`src/rtl/q4_pkg.sv`:
```
// Shared definitions for the q4 lamp sequencer.
//   phase_e    : sequencer state, its encoding is also the PHASE debug output.
//   LAMP_*     : bit index of red/yellow/green inside a per-approach lamp vector.
//   DEF_*      : default timing constants, in ticks (CLK_DIV in clock cycles).
//   cnt_width  : width needed to count 0..maxv-1, never less than 1 bit.
package q4_pkg;

  typedef enum logic [2:0] {
    ALLRED_N  = 3'd0,
    NS_GREEN  = 3'd1,
    NS_YELLOW = 3'd2,
    ALLRED_L  = 3'd3,
    LO_GREEN  = 3'd4,
    LO_YELLOW = 3'd5
  } phase_e;

  localparam int LAMP_R = 0;
  localparam int LAMP_Y = 1;
  localparam int LAMP_G = 2;

  localparam int DEF_CLK_DIV     = 1;
  localparam int DEF_T_MIN_GREEN = 8;
  localparam int DEF_T_YELLOW    = 3;
  localparam int DEF_T_ALL_RED   = 1;

  function automatic int max4(input int a, input int b, input int c, input int d);
    int m;
    m = a;
    if (b > m) m = b;
    if (c > m) m = c;
    if (d > m) m = d;
    return m;
  endfunction

  function automatic int cnt_width(input int maxv);
    return (maxv > 1) ? $clog2(maxv) : 1;
  endfunction

endpackage

```
`src/rtl/q4_tick_gen.sv`:
```
// Prescaler producing one timing tick every CLK_DIV clock cycles.
//   clk     : system clock, rising edge
//   rst     : synchronous active-high reset
//   i_clear : restarts the prescaler (driven on every state entry)
//   o_tick  : high on the last cycle of each CLK_DIV-cycle period
module q4_tick_gen #(
  parameter int CLK_DIV = 1,
  parameter int W       = 1
) (
  input  logic clk,
  input  logic rst,
  input  logic i_clear,
  output logic o_tick
);

  localparam logic [W-1:0] C_LAST = W'(CLK_DIV - 1);

  logic [W-1:0] r_pre;

  assign o_tick = (r_pre == C_LAST);

  always_ff @(posedge clk) begin
    if (rst || i_clear || o_tick) r_pre <= '0;
    else                          r_pre <= r_pre + W'(1);
  end

endmodule

```
`src/rtl/q4_semaforo_seq.sv`:
```
// Timed lamp sequencer downstream of the q4_via controller. Turns the N_S / L_O
// right-of-way requests into safe lamp sequences with minimum green, yellow and
// all-red clearance times.
//   clk, rst          : clock (rising edge), synchronous active-high reset
//   N_S, L_O          : right-of-way requests (registered once on entry)
//   NS_R/NS_Y/NS_G    : north-south lamps
//   LO_R/LO_Y/LO_G    : east-west lamps
//   PHASE             : current state encoding (phase_e)
module q4_semaforo_seq
  import q4_pkg::*;
#(
  parameter int CLK_DIV     = DEF_CLK_DIV,
  parameter int T_MIN_GREEN = DEF_T_MIN_GREEN,
  parameter int T_YELLOW    = DEF_T_YELLOW,
  parameter int T_ALL_RED   = DEF_T_ALL_RED
) (
  input  logic       clk,
  input  logic       rst,
  input  logic       N_S,
  input  logic       L_O,
  output logic       NS_R,
  output logic       NS_Y,
  output logic       NS_G,
  output logic       LO_R,
  output logic       LO_Y,
  output logic       LO_G,
  output logic [2:0] PHASE
);

  localparam int CW = cnt_width(max4(CLK_DIV, T_MIN_GREEN, T_YELLOW, T_ALL_RED));

  localparam logic [CW-1:0] C_RED_LAST = CW'(T_ALL_RED - 1);
  localparam logic [CW-1:0] C_GRN_LAST = CW'(T_MIN_GREEN - 1);
  localparam logic [CW-1:0] C_YEL_LAST = CW'(T_YELLOW - 1);

  logic          r_req_ns;
  logic          r_req_lo;
  phase_e        r_state;
  logic [CW-1:0] r_cnt;

  phase_e        w_next;
  logic          w_tick;
  logic          w_enter;
  logic          w_green;
  logic [2:0]    w_ns;
  logic [2:0]    w_lo;

  always_ff @(posedge clk) begin
    if (rst) begin
      r_req_ns <= 1'b0;
      r_req_lo <= 1'b0;
    end else begin
      r_req_ns <= N_S;
      r_req_lo <= L_O;
    end
  end

  // Prescaler restarts together with the phase counter whenever a new state
  // is entered, so every timed state lasts exactly N*CLK_DIV cycles.
  q4_tick_gen #(
    .CLK_DIV (CLK_DIV),
    .W       (CW)
  ) u_tick (
    .clk     (clk),
    .rst     (rst),
    .i_clear (w_enter),
    .o_tick  (w_tick)
  );

  always_ff @(posedge clk) begin
    if (rst) r_state <= ALLRED_N;
    else     r_state <= w_next;
  end

  // Greens only give way to an unambiguous opposing request; yellow and
  // all-red always run to completion regardless of the requests.
  always_comb begin
    w_next = r_state;
    case (r_state)
      ALLRED_N:  if (w_tick && r_cnt == C_RED_LAST) w_next = NS_GREEN;
      NS_GREEN:  if (w_tick && r_cnt == C_GRN_LAST && r_req_lo && !r_req_ns)
                   w_next = NS_YELLOW;
      NS_YELLOW: if (w_tick && r_cnt == C_YEL_LAST) w_next = ALLRED_L;
      ALLRED_L:  if (w_tick && r_cnt == C_RED_LAST) w_next = LO_GREEN;
      LO_GREEN:  if (w_tick && r_cnt == C_GRN_LAST && r_req_ns && !r_req_lo)
                   w_next = LO_YELLOW;
      LO_YELLOW: if (w_tick && r_cnt == C_YEL_LAST) w_next = ALLRED_N;
      default:   w_next = ALLRED_N;
    endcase
  end

  assign w_enter = (w_next != r_state);
  assign w_green = (r_state == NS_GREEN) || (r_state == LO_GREEN);

  // In green the counter parks at the minimum so the hold can be indefinite.
  always_ff @(posedge clk) begin
    if (rst || w_enter) begin
      r_cnt <= '0;
    end else if (w_tick) begin
      if (!w_green || r_cnt != C_GRN_LAST) r_cnt <= r_cnt + CW'(1);
    end
  end

  always_comb begin
    w_ns         = '0;
    w_lo         = '0;
    w_ns[LAMP_R] = 1'b1;
    w_lo[LAMP_R] = 1'b1;
    case (r_state)
      NS_GREEN:  begin w_ns = '0; w_ns[LAMP_G] = 1'b1; end
      NS_YELLOW: begin w_ns = '0; w_ns[LAMP_Y] = 1'b1; end
      LO_GREEN:  begin w_lo = '0; w_lo[LAMP_G] = 1'b1; end
      LO_YELLOW: begin w_lo = '0; w_lo[LAMP_Y] = 1'b1; end
      default:   ;
    endcase
  end

  assign NS_R  = w_ns[LAMP_R];
  assign NS_Y  = w_ns[LAMP_Y];
  assign NS_G  = w_ns[LAMP_G];
  assign LO_R  = w_lo[LAMP_R];
  assign LO_Y  = w_lo[LAMP_Y];
  assign LO_G  = w_lo[LAMP_G];
  assign PHASE = r_state;

endmodule
```
`config.mk`:
```
export PLATFORM = sky130hd
export DESIGN_NAME = q4_semaforo_seq
export DESIGN_NICKNAME = d
export VERILOG_FILES = /design/src/rtl/q4_pkg.sv /design/src/rtl/q4_tick_gen.sv /design/src/rtl/q4_semaforo_seq.sv
export SDC_FILE = /design/constraint.sdc
export NUM_CORES = 1
export LEC_CHECK = 0
export BUFFER_PORTS_ARGS = -buffer_cell sky130_fd_sc_hd__buf_2
export CORE_MARGIN = 8
export CORE_UTILIZATION = 45
export CTS_BUF_LIST = sky130_fd_sc_hd__clkbuf_8 sky130_fd_sc_hd__clkbuf_16
export CTS_CLUSTER_DIAMETER = 200
export DETAILED_ROUTE_END_ITERATION = 6
export GPL_TIMING_DRIVEN = 1
export PLACE_DENSITY = 0.67
export RECOVER_POWER = 50
export SLEW_MARGIN = 5
export SYNTH_ARGS = -nofsm -noshare
export SYNTH_HDL_FRONTEND = slang
export SYNTH_HIERARCHICAL = 1
export SYNTH_SLANG_ARGS = --single-unit
```
`constraint.sdc`:
```
create_clock -name clk -period 2.7 [get_ports clk]
set_clock_uncertainty 0.2 [all_clocks]
set_input_delay 0.81 -clock clk [delete_from_list [all_inputs] [get_ports clk]]
set_output_delay 0.81 -clock clk [all_outputs]
set_load 0.02 [all_outputs]
```
==> flow_results.org <==
** Timing
- Final slew viol count :: 0
- Setup tns final :: 0 ps
- Worst Tran Pin Value :: ~550 ps
- Setup repair after global routing left no endpoint under its margin.
- In the finished design, the share of the clock period the worst path needs comes to 88.0%.
- Measured against its own limit, the worst slew margin works out to around 63%.
- Static timing analysis puts the maximum clock frequency at between 400 and 500 MHz.
- The number of endpoints with negative hold slack in the final report was 0.
- Worst hold slack after final layout :: 273 ps
- The worst path in the final design needs a cycle of 2380 ps, including I/O delays and setup.
- Number of setup violations in the final report :: 0

** Power
- For this design the ratio of total power to cell area is about 800 nW/um^2.
- In this run the power spent charging and discharging nets is approximately 250 uW.
- Clock power frac :: approximately 26%
- Internal power comes to slightly below 400 uW.
- For this design the static power due to leakage is approximately 0.00031 uW.
- In this run switching power makes up 38.7% of total power.
- Combinational logic burns between 30 and 40% of the power.
- Sequential Power Share :: between 30% and 40%
- Worst supply voltage drop on vdd :: slightly below 400 uV

** Clock network
- TritonCTS created 3 clock buffers.
- H-tree depth :: 1
- After clock tree synthesis, the repair step resized 0 gates.
- CTS Root Buffer Type :: sky130_fd_sc_hd__clkbuf_8
- The clock passes through at most 2 buffers.
- Clock-pin slew was measured on the worst setup and hold paths at ~50 ps.
- Worst-Skew Late Latency :: 240 ps
- Hold repair after CTS inserted 0 buffers.
- For this design, the sink count on the clock tree is 11.
- TritonCTS built the clock tree.
- Post-CTS Setup Bufs :: 0

** Hold path
- In this run the worst hold path is classified as register to register.
- Along the worst hold path, the cell count comes to 1.
- Endpoint of the worst hold-timing path :: u_tick/r_pre[0]
- The startpoint identified for the worst hold timing path is u_tick/r_pre[0].

** Setup path
- Kind of end point of the critical path :: output pin
- The worst register-to-register path has a setup slack of between 400 and 500 ps.
- Setup Crit Path Kind :: register to output pin
- Launch instance of the worst register-to-register path :: u_tick/r_pre[0]
- Worst endpoint required time :: about 1700 ps
- Startpoint Class :: register
- Data arrives at the worst endpoint at 1370 ps.
- Path depth of the worst reg2reg path :: 7
- Of all nets on the critical path, the largest fanout is 15.
- The worst register-to-register path ends at u_tick/r_pre[0].

** Flow run
- Max-cap viol count :: 0

** Synthesis
- Synthesis produced a netlist with a net count of 84.
- Sequential area share after synthesis :: a little under a third
- After synthesis, the share of flip-flops with an asynchronous set or reset is 0%.
- The average instance in the mapped netlist occupies around 9.5 sq um.
- Area share of the largest cell type after synthesis :: between 30% and 40%
- Number of enable flip-flop cells after synthesis :: 0
- Area of the mapped netlist :: 703 sq um
- Unique cell type count in the Yosys netlist :: 38
- #FFs+latches synth :: 11
- Cells after synthesis :: 74
- Sorting the synthesized cells by area gives the leading types as sky130_fd_sc_hd__dfxtp_1, sky130_fd_sc_hd__ha_1, sky130_fd_sc_hd__a211oi_2.
- Yosys printed 6 warnings.
- Synth area leader :: sky130_fd_sc_hd__dfxtp_1
- The most used flip-flop cell after synthesis is sky130_fd_sc_hd__dfxtp_1.

** Floorplanning
- Measured along the y axis, the die boundary spans roughly 56 um.
- The die is 55.5 um wide.
- During I/O placement, the number of pins put on the boundary was 13.
- Placement Rows :: 14
- The total area inside the core boundary comes to between 1000 and 1500 sq um.
- For this configuration, the core starts out at a cell density of ~47%.
- Floorplan die area :: 3080 sq um

** Place
- Count of buffers from port buffering :: 12
- Detailed Place HPWL :: between 1000 and 1500 um
- Routability-driven placement finished with a final weighted congestion of between 0.7 and 0.8.

** Global route
- The via count of the first global-routing pass came to between 500 and 600.
- For this run the aggregate overflow at the end of global routing stands at 0.
- Entering global routing, the biggest net connects 16 pins.
- The number of antenna violations at the first check in global routing was 0.
- For this run, the total global-route usage over all layers was measured as under 10%.
- Wire length of the first global-routing pass :: approximately 2500 um

** Cells and area
- The repair_antennas step left the layout with diodes totalling 0.
- Share of final-layout standard cells stronger than drive strength 1 :: 19.8%
- At the end of the flow, the number of nets in the layout was slightly below 100.
- From synthesis to final layout, the design area changed by 13.3%.
- Top library cells by usage in the layout, fill and taps aside :: sky130_fd_sc_hd__dfxtp_1, sky130_fd_sc_hd__buf_2, sky130_fd_sc_hd__inv_1
- Most common cell after layout, fill and taps aside :: sky130_fd_sc_hd__dfxtp_1

** Routing
- Total DRC errors in the routed layout :: 0
- For this block, the routed nets add up to roughly 1500 um of wire.
- Using the TritonRoute via totals, the vias-per-cell ratio works out to ~5.8.
- The pre-antenna-repair detailed-routing pass consisted of 4 iterations.
- In this run the remaining antenna-violating nets after routing total 0.
- The routed layout has approximately 590 vias.
- Initial drt markers :: 9
- After detailed routing, the average wire length per cell comes to 14.9 um.

** Outcome
- Outcome :: completed
-- Yosys cell counts (2+ instances only) --
cell type                  count
sky130_fd_sc_hd__nor2b_1       2
sky130_fd_sc_hd__inv_1         6
sky130_fd_sc_hd__nor3b_1       2
sky130_fd_sc_hd__xnor2_1       2
sky130_fd_sc_hd__a211oi_2      2
sky130_fd_sc_hd__nand2b_1      3
sky130_fd_sc_hd__nor2_1        4
sky130_fd_sc_hd__ha_1          6
sky130_fd_sc_hd__mux2i_1       2
sky130_fd_sc_hd__a21oi_1       3
sky130_fd_sc_hd__buf_2         2
sky130_fd_sc_hd__nor3_1        3
sky130_fd_sc_hd__dfxtp_1      11
sky130_fd_sc_hd__and4b_1       2
-- flip-flops by register name, indices dropped and copies added, names as in the netlist --
register	flops
u_tick/r_pre	3
PHASE	3
r_req_lo	1
r_req_ns	1
r_cnt	3
-- final cells by class --
| cell class | count | area (sq um) |
|---|---|---|
| tap | 16 | 20.0 |
| clock inverter | 1 | 3.75 |
| multi-input combinational | 53 | 434 |
| inverter | 6 | 22.5 |
| timing repair buffer | 12 | 55.1 |
| clock buffer | 3 | 41.3 |
| fill | 132 | 692 |
| sequential | 11 | 220 |
-- layer usage --
layer  global-route usage, %  up-vias  routed length (um)
li1                        -      292                   -
met1                    10.9      292                 707
met2                    16.3        8                 752
met3                    3.65        2                  50
met4                    4.23        0                  11
met5                       0        -                   0
-- power groups by stage --
stage	Clock [uW]	Sequential, uW	Combinational (uW)
5_1_grt	174	231	281
3_3_place_gp	0	226	251
2_1_floorplan	0	217	213
3_5_place_dp	0	228	259
4_1_cts	166	224	260
6_report	165	224	255
-- how the worst max path moves through the flow --
stage,endpoint,start,depth (start not counted),slack [ps]
2_1_floorplan,NS_R,PHASE[1],3,110
3_3_place_gp,u_tick/r_pre[1],u_tick/r_pre[0],7,610
3_5_place_dp,u_tick/r_pre[1],u_tick/r_pre[0],7,500
4_1_cts,NS_R,PHASE[1],3,310
5_1_grt,NS_R,PHASE[1],3,220
6_report,NS_R,PHASE[1],3,320
-- stage by stage --
step,std cells,instance area [sq um],power (uW),util (%),setup WS (ps)
2_1_floorplan,74,703,430,-,112
3_3_place_gp,98,758,477,50.9,606
3_5_place_dp,98,758,486,50.9,503
4_1_cts,102,803,650,53.9,307
5_1_grt,102,797,685,53.5,219
6_report,102,797,645,53.5,323
-- kinds of logic (layout without fill, tap and decap cells) --
logic type / after synthesis / after routing / share of synthesized area [%]
compound gates: 14 / 14 / 16.4
xor+xnor: 2 / 2 / 2.49
fa+ha+maj: 6 / 6 / 10.7
buf+inv: 10 / 22 / 6.76
flops: 11 / 11 / 31.3
mux: 3 / 3 / 4.45
simple gates: 28 / 28 / 27.9
-- critical path, stage by stage (launching register included) --
cell and delay (ps):
sky130_fd_sc_hd__dfxtp_1 600, sky130_fd_sc_hd__nor3b_1 290, sky130_fd_sc_hd__nor2_1 70, sky130_fd_sc_hd__buf_2 160
(Power assumes the default switching activity.)
